$ cat src/rtl/reg_wb_pkg.sv
// Shared types for the register-file writeback arbiter: entry layout,
// requester indices and the wrap-aware age comparison.
package reg_wb_pkg;

  localparam int DEFAULT_ADDR_W  = 6;
  localparam int DEFAULT_DATA_W  = 32;
  localparam int DEFAULT_TAG_W   = 3;
  localparam int DEFAULT_Q_DEPTH = 2;

  localparam logic REQ_ALU = 1'b0;
  localparam logic REQ_MD  = 1'b1;

  typedef struct packed {
    logic [DEFAULT_ADDR_W-1:0] addr;
    logic [DEFAULT_DATA_W-1:0] data;
    logic [DEFAULT_TAG_W-1:0]  tag;
  } wb_entry;

  // True when tag a was issued before tag b (counter wraps modulo 2^TAG_W).
  function automatic logic tag_older(input logic [DEFAULT_TAG_W-1:0] a,
                                     input logic [DEFAULT_TAG_W-1:0] b);
    logic [DEFAULT_TAG_W-1:0] diff;
    diff = a - b;
    return diff[DEFAULT_TAG_W-1];
  endfunction

endpackage

$ cat src/rtl/reg_wb_fifo.sv
// Small synchronous FIFO of writeback entries; also reports a one-hot OR of
// the destination registers of every occupied slot.
module reg_wb_fifo
  import reg_wb_pkg::*;
#(
  parameter int DEPTH = DEFAULT_Q_DEPTH
) (
  input  logic        SYS_clk,
  input  logic        SYS_reset_n,
  input  logic        push,
  input  logic        pop,
  input  wb_entry     push_entry,
  output logic        full,
  output logic        empty,
  output wb_entry     head,
  output logic [31:0] addr_mask
);

  localparam int PTR_W = $clog2(DEPTH);
  localparam int CNT_W = PTR_W + 1;

  wb_entry            mem_reg [DEPTH];
  logic [PTR_W-1:0]   wr_ptr_reg;
  logic [PTR_W-1:0]   rd_ptr_reg;
  logic [CNT_W-1:0]   count_reg;
  logic [31:0]        entry_bits [DEPTH];

  assign full  = (count_reg == CNT_W'(DEPTH));
  assign empty = (count_reg == '0);
  assign head  = mem_reg[rd_ptr_reg];

  always_ff @(posedge SYS_clk) begin
    if (push) begin
      mem_reg[wr_ptr_reg] <= push_entry;
    end
  end

  always_ff @(posedge SYS_clk or negedge SYS_reset_n) begin
    if (!SYS_reset_n) begin
      wr_ptr_reg <= '0;
      rd_ptr_reg <= '0;
      count_reg  <= '0;
    end else begin
      if (push) wr_ptr_reg <= wr_ptr_reg + 1'b1;
      if (pop)  rd_ptr_reg <= rd_ptr_reg + 1'b1;
      case ({push, pop})
        2'b10:   count_reg <= count_reg + 1'b1;
        2'b01:   count_reg <= count_reg - 1'b1;
        default: ;
      endcase
    end
  end

  // A slot is live when its distance from the read pointer is below occupancy.
  for (genvar gi = 0; gi < DEPTH; gi++) begin : g_entry
    logic [PTR_W-1:0] offset;
    assign offset = PTR_W'(gi) - rd_ptr_reg;
    assign entry_bits[gi] = ({1'b0, offset} < count_reg) ? (32'd1 << mem_reg[gi].addr) : 32'd0;
  end

  always_comb begin
    addr_mask = '0;
    for (int i = 0; i < DEPTH; i++) begin
      addr_mask = addr_mask | entry_bits[i];
    end
  end

endmodule

$ cat src/rtl/reg_wb_arbiter.sv
// Shares the register file write port between the ALU and MD writeback paths:
// per-requester queues, round-robin with oldest-first on same-register heads.
module reg_wb_arbiter
  import reg_wb_pkg::*;
#(
  parameter int ADDR_W  = DEFAULT_ADDR_W,
  parameter int DATA_W  = DEFAULT_DATA_W,
  parameter int Q_DEPTH = DEFAULT_Q_DEPTH,
  parameter int TAG_W   = DEFAULT_TAG_W
) (
  input  logic              SYS_clk,
  input  logic              SYS_reset_n,
  input  logic              ALU_wb_valid,
  output logic              ALU_wb_ready,
  input  logic [ADDR_W-1:0] ALU_wb_addr,
  input  logic [DATA_W-1:0] ALU_wb_data,
  input  logic              MD_wb_valid,
  output logic              MD_wb_ready,
  input  logic [ADDR_W-1:0] MD_wb_addr,
  input  logic [DATA_W-1:0] MD_wb_data,
  output logic              REG_write_1,
  output logic [ADDR_W-1:0] REG_address_wr,
  output logic [DATA_W-1:0] REG_data_wb_in1,
  output logic [31:0]       REG_pending_mask
);

  wb_entry           alu_push_entry, md_push_entry, alu_head, md_head;
  logic              alu_full, alu_empty, md_full, md_empty;
  logic              alu_push, md_push, alu_pop, md_pop;
  logic [31:0]       alu_mask, md_mask;
  logic [TAG_W-1:0]  age_reg;
  logic              rr_reg;
  logic              both_heads, any_head, same_dest, grant_md;
  logic [ADDR_W-1:0] grant_addr;
  logic [DATA_W-1:0] grant_data;
  logic              write_reg;
  logic [ADDR_W-1:0] addr_reg;
  logic [DATA_W-1:0] data_reg;

  assign ALU_wb_ready   = ~alu_full;
  assign MD_wb_ready    = ~md_full;
  assign alu_push       = ALU_wb_valid & ~alu_full;
  assign md_push        = MD_wb_valid & ~md_full;
  assign alu_push_entry = {ALU_wb_addr, ALU_wb_data, age_reg};
  assign md_push_entry  = {MD_wb_addr, MD_wb_data, age_reg};

  reg_wb_fifo #(.DEPTH(Q_DEPTH)) u_alu_fifo (
    .SYS_clk     (SYS_clk),
    .SYS_reset_n (SYS_reset_n),
    .push        (alu_push),
    .pop         (alu_pop),
    .push_entry  (alu_push_entry),
    .full        (alu_full),
    .empty       (alu_empty),
    .head        (alu_head),
    .addr_mask   (alu_mask)
  );

  reg_wb_fifo #(.DEPTH(Q_DEPTH)) u_md_fifo (
    .SYS_clk     (SYS_clk),
    .SYS_reset_n (SYS_reset_n),
    .push        (md_push),
    .pop         (md_pop),
    .push_entry  (md_push_entry),
    .full        (md_full),
    .empty       (md_empty),
    .head        (md_head),
    .addr_mask   (md_mask)
  );

  // Same destination on both heads: the older write must land first so the
  // younger value survives in the register file. Equal tags go to MD.
  always_comb begin
    both_heads = ~alu_empty & ~md_empty;
    any_head   = ~alu_empty | ~md_empty;
    same_dest  = (alu_head.addr == md_head.addr) && (alu_head.addr != '0);
    grant_md   = 1'b0;
    if (both_heads) begin
      if (same_dest) grant_md = ~tag_older(alu_head.tag, md_head.tag);
      else           grant_md = (rr_reg == REQ_MD);
    end else begin
      grant_md = ~md_empty;
    end
  end

  assign alu_pop    = any_head & ~grant_md;
  assign md_pop     = grant_md;
  assign grant_addr = grant_md ? md_head.addr : alu_head.addr;
  assign grant_data = grant_md ? md_head.data : alu_head.data;

  always_ff @(posedge SYS_clk or negedge SYS_reset_n) begin
    if (!SYS_reset_n) begin
      age_reg   <= '0;
      rr_reg    <= REQ_ALU;
      write_reg <= 1'b0;
      addr_reg  <= '0;
      data_reg  <= '0;
    end else begin
      if (alu_push | md_push) age_reg <= age_reg + 1'b1;
      if (both_heads) rr_reg <= grant_md ? REQ_ALU : REQ_MD;
      write_reg <= 1'b0;
      if (any_head && (grant_addr != '0)) begin
        write_reg <= 1'b1;
        addr_reg  <= grant_addr;
        data_reg  <= grant_data;
      end
    end
  end

  assign REG_write_1      = write_reg;
  assign REG_address_wr   = addr_reg;
  assign REG_data_wb_in1  = data_reg;
  assign REG_pending_mask = (alu_mask | md_mask | (write_reg ? (32'd1 << addr_reg) : 32'd0)) & ~32'd1;

endmodule

$ cat config.mk
export PLATFORM = sky130hd
export DESIGN_NAME = reg_wb_arbiter
export DESIGN_NICKNAME = d
export VERILOG_FILES = /design/src/rtl/reg_wb_pkg.sv /design/src/rtl/reg_wb_fifo.sv /design/src/rtl/reg_wb_arbiter.sv
export SDC_FILE = /design/constraint.sdc
export NUM_CORES = 1
export LEC_CHECK = 0
export CAP_MARGIN = 20
export CORE_UTILIZATION = 55
export DETAILED_ROUTE_END_ITERATION = 7
export GPL_TIMING_DRIVEN = 0
export PLACE_DENSITY_LB_ADDON = 0.25
export SKIP_LAST_GASP = 1
export SYNTH_ARGS = -nofsm -noshare
export SYNTH_HDL_FRONTEND = slang
export SYNTH_HIERARCHICAL = 1
export SYNTH_SLANG_ARGS = --single-unit
$ cat constraint.sdc
create_clock -name SYS_clk -period 7.65 [get_ports SYS_clk]
set_input_delay 1.1475 -clock SYS_clk [delete_from_list [all_inputs] [get_ports SYS_clk]]
set_output_delay 1.1475 -clock SYS_clk [all_outputs]
set_load 0.02 [all_outputs]
Yosys cells after proc, flatten, opt, wreduce, memory -nomap -nowiden
Memories as Yosys holds them, arrays and structs flattened.
Index checks and enable logic that the tools add are counted.

word-level totals
  input port bits = 80
  memories kept = 2
  output and inout bits = 73
  register bits after elaboration = 51
  logic and storage cells = 84
  bits in writable memories = 164

operators by class
  equality and inequality tests = 7
  $add $sub $neg = 14
  reductions and logical operators = 8
  bitwise operators = 16
  shifts and indexed selects = 5
  magnitude comparators = 4
  multiplexer cells = 17

memory list
  memory              depth  width  read ports  clocked after Yosys merged registers in  wr ports  RTL line           text
  u_alu_fifo.mem_reg  2      41     3           0                                        1         reg_wb_fifo.sv:22  wb_entry mem_reg [DEPTH];
  u_md_fifo.mem_reg   2      41     3           0                                        1         reg_wb_fifo.sv:22

operators by type and width
  cell                    number
  $mux W32                6
  $shl A1 B6 Y32 const A  5
  $or A32 B32 Y32         4
  $reduce_bool A6 Y1      2
  $eq A2 B2 Y1 const B    4
  $lt A1 B2 Y1            4
  $mux W1                 8
  $pmux W2 S2             2
  $eq A6 B6 Y1            1
  $mux W6                 1
  $not A1 Y1              6
  $add A1 B1 Y1 const B   4
  $add A2 B1 Y2 const B   2
  $and A1 B1 Y1           4
  $eq A2 B1 Y1 const B    2
  $logic_not A2 Y1        2
  $reduce_bool A2 Y1      2
  $sub A1 B1 Y1 const A   4
  $sub A2 B1 Y2 const B   2
  $add A3 B1 Y3 const B   1
  $sub A3 B3 Y3           1
  $logic_and A1 B1 Y1     2
  $or A1 B1 Y1            2

Logic depth before layout (Yosys ltp)
An unclocked memory read counts as a cell.

  depth in word-level cells = 9
  mapped depth = 15
  mapped depth without buffers = 12

Hierarchy
The synthesis kept the hierarchy.

modules (own cells, without submodules)
  module                    cells each  seq. area each (µm²)  instances  area each (µm²)
  reg_wb_fifo (u_md_fifo)   221         2562.5                1          3644.7
  reg_wb_fifo (u_alu_fifo)  227         2562.5                1          3636.0
  reg_wb_arbiter            293         1076.0                1          2651.3

Least setup slack after synthesis
Ideal clock, no wire load.

  kind = input to register
  start = input ALU_wb_valid
  end = memory u_alu_fifo/mem_reg[0][0] in the netlist's numbering, enable pin
  required time = 7.211 ns
  arrival = 3.177 ns
  setup slack = 4.034 ns
  buffers on the path = 0
  stages on the path = 3
  cells stage by stage = nor2b_1 > inv_1 > nor2_1

on the way
  cells in the longest elaborated chain, start to end = 3

ends and longest elaborated chain
  item                           RTL line              text
  from (decl)                    reg_wb_arbiter.sv:13  input logic ALU_wb_valid,
  $and A1 B1 Y1                  reg_wb_arbiter.sv:42  assign alu_push = ALU_wb_valid & ~alu_full;
  $mux W1                        reg_wb_fifo.sv:33     if (push) begin
  $mux W1 (not written as such)  reg_wb_fifo.sv:34     mem_reg[wr_ptr_reg] <= push_entry;
  to (decl)                      reg_wb_fifo.sv:22

No other way between the ends.

Worst setup path after layout
  start = register u_alu_fifo.count_reg[0]
  end = output REG_pending_mask[20]

on the way
  cells in the longest elaborated chain, start to end = 5

ends and longest elaborated chain
  item                            RTL line               text
  from (decl)                     reg_wb_fifo.sv:25      logic [CNT_W-1:0] count_reg;
  from (signal assigned)          reg_wb_fifo.sv:47      2'b10: count_reg <= count_reg + 1'b1;
  from (signal assigned)          reg_wb_fifo.sv:48      2'b01: count_reg <= count_reg - 1'b1;
  $lt A1 B2 Y1                    reg_wb_fifo.sv:58      assign entry_bits[gi] = ({1'b0, offset} < count_reg) ? (32'd1 << mem_reg[gi].addr) : 32'd0;
  $mux W32                        reg_wb_fifo.sv:58
  $or A32 B32 Y32 *               reg_wb_fifo.sv:64      addr_mask = addr_mask | entry_bits[i];
  net alu_mask[20]                reg_wb_arbiter.sv:30   logic [31:0] alu_mask, md_mask;
  $or A32 B32 Y32 * (2 in a row)  reg_wb_arbiter.sv:113  assign REG_pending_mask = (alu_mask | md_mask | (write_reg ? (32'd1 << addr_reg) : 32'd0)) & ~32'd1;
  to (decl)                       reg_wb_arbiter.sv:24   output logic [31:0] REG_pending_mask

Mark *: on every way through the listed nets, which the timed path passes. The rest lies on a longest branch.

==> flow_metrics.env <==
export IMPL_cts_max_path_buffers=3
export IMPL_grt_pass1_vias=7606
export IMPL_dr_pass1_iters=5
export IMPL_cellPowerDensity_nw_per_um2=420
export IMPL_p_leak_nw=4.50
export IMPL_r2r_start="u_alu_fifo/rd_ptr_reg"
export IMPL_die_area_um2=18600
export IMPL_avgSynthCellArea_um2=13.4
export IMPL_hold_ws_ps=483
export IMPL_hold_path_endpoint="REG_data_wb_in1[24]"
export IMPL_die_h_um=136
export IMPL_initial_core_util_pct=56.8
export IMPL_multi_input_area_um2=3480
export IMPL_fmax_mhz=238
export IMPL_max_stage_delay_ps=550
export IMPL_gp_congestion=0.915
export IMPL_final_cell_mix="edfxtp_1, clkdlybuf4s50_1, mux2_2"
export IMPL_fill_cells=1080
export IMPL_pin_count=153
export IMPL_drcViolationCount=0
export IMPL_rr_endpoint="u_alu_fifo/count_reg[1]"
export IMPL_hold_viol_final=0
export IMPL_setup_viol=0
export IMPL_report_final_slew_viol_count=0
export IMPL_slew_headroom_pct=39.6
export IMPL_worstPathCellList="buf_2, nor2b_1, clkbuf_1, o21ai_0, o22ai_1, a211o_1, clkdlybuf4s50_1"
export IMPL_cap_violations=0
export IMPL_power_total_mw=5.27
export IMPL_path_max_fanout=8
export IMPL_syn_nets=823
export IMPL_grt_pass1_wl_um=42900
export IMPL_layout_commonest_cell="edfxtp_1"
export IMPL_cts_setup_buffers=0
export IMPL_crit_buf_inv=3
export IMPL_clk_latency_ps=500
export IMPL_clock_sinks=215
export IMPL_coreArea_um2=17500
export IMPL_place_hpwl_um=19900
export IMPL_drt_initial_drc_count=668
export IMPL_period_needed_ps=4200
export IMPL_cts_resized=0
export IMPL_hold_depth=2
export IMPL_io_buffers=151
export IMPL_rsz0062_at_grt="false"
export IMPL_yosysWarnings=6
export IMPL_tightest_slew_ps=896
export IMPL_reg2reg_depth=13
export IMPL_num_rows=48
export IMPL_worstPathRequired_ps=6500
export IMPL_drt_total_wl_um=28200
export IMPL_skew_ps=20.6
export IMPL_via_per_inst=6.25
export IMPL_syn_instance_count=739
export IMPL_vias=7227
export IMPL_clkTransAtPathRegs_ps=60
export IMPL_wl_per_cell_um=24.4
export IMPL_fin_crit_sh_pct=54.9
export IMPL_rrSetupSlack_ps=3630
export IMPL_die_w_um=136
export IMPL_finalSetupTns_ps=0
export IMPL_setup_worst_path_start_class="flop"
export IMPL_cpLargestDelayFamily="compound AO/OA/AOI/OAI gates"
export IMPL_grt_start_max_net_pins=37
export IMPL_stdcell_area_um2=12500
export IMPL_overflow=0
export IMPL_final_nets=1002
export IMPL_post_dp_cell_area_um2=11800
export IMPL_ctsHoldBuffers=0
export IMPL_arrival_ps=3060
export IMPL_critical_path_class="reg2out"
export IMPL_worst_hold_path_type="reg2reg"
export IMPL_critPathSlowestCell="clkdlybuf4s50_1"
export IMPL_cts_buffers=21
export IMPL_crit_path_end_kind="output pin"
export IMPL_syn_area_um2=9920
export IMPL_ant_nets=0
export IMPL_grt_usage_pct=31.0
export IMPL_irDropWorstVdd_mv=0.289
export IMPL_cts_tree="built"
export IMPL_layout_drive_gt1_share_pct=18.3
export IMPL_status="completed"
export IMPL_cts_max_level=1
export IMPL_holdCritStartpoint="REG_data_wb_in1[24]"
export IMPL_regArea_um2=6200
export IMPL_area_growth_pct=26.2
export IMPL_diodes=0
export IMPL_cts_root_buffer="clkbuf_16"
export IMPL_antenna_found_initial=0
## where the power goes
group          internal, mW  switching (mW)  leakage, nW
Sequential             1.67           0.196         2.12
Combinational         0.988            1.36         2.03
Clock                 0.628           0.420        0.347
Total                  3.29            1.98         4.50
## stage by stage
stage | cells | worst slack [ps] | util (%)
after floorplan | 739 | 4030 | -
after global placement | 1115 | 2270 | 67.0
after detailed placement | 1120 | 3730 | 67.7
after CTS | 1157 | 3500 | 71.7
after global routing | 1157 | 3290 | 71.7
final | 1157 | 3450 | 71.7
## how the worst max path moves through the flow
stage,startpoint,endpoint,depth (start not counted)
6_report,u_alu_fifo/count_reg[0],REG_pending_mask[20],7
3_3_place_gp,ALU_wb_valid,u_alu_fifo/mem_reg[0][7],4
2_1_floorplan,ALU_wb_valid,u_alu_fifo/mem_reg[0][0],3
3_5_place_dp,u_alu_fifo/rd_ptr_reg,u_alu_fifo/count_reg[1],14
4_1_cts,u_alu_fifo/count_reg[0],REG_pending_mask[20],7
5_1_grt,u_alu_fifo/rd_ptr_reg,u_alu_fifo/count_reg[1],13
## metal layers
layer  wire length [µm]  global-route usage, %
met1              10600                   37.2
met2              14700                   56.3
met3               1900                   4.06
met4                969                   12.4
met5                  0                      0
## final cells by class
class                      count  share of cell area (%)
sequential                   215                    49.5
multi-input combinational    471                    27.8
timing repair buffer         156                    12.8
clock buffer                  27                    4.54
tap                          225                    2.25
buffer                        39                    1.62
clock inverter                10                    1.04
inverter                      14                   0.420
## worst register-to-register path, delay by kind of cell, from the launching register on
kind | cells | cell delay [ps]
DFF | 1 | 380
buffers and inverters | 4 | 880
and+or+nand+nor | 4 | 1090
adders and majority gates | 1 | 290
AOI/OAI and AO/OA | 2 | 960
xor gates and xnor gates | 2 | 340
No activity file was read; power rests on OpenSTA's default activity.
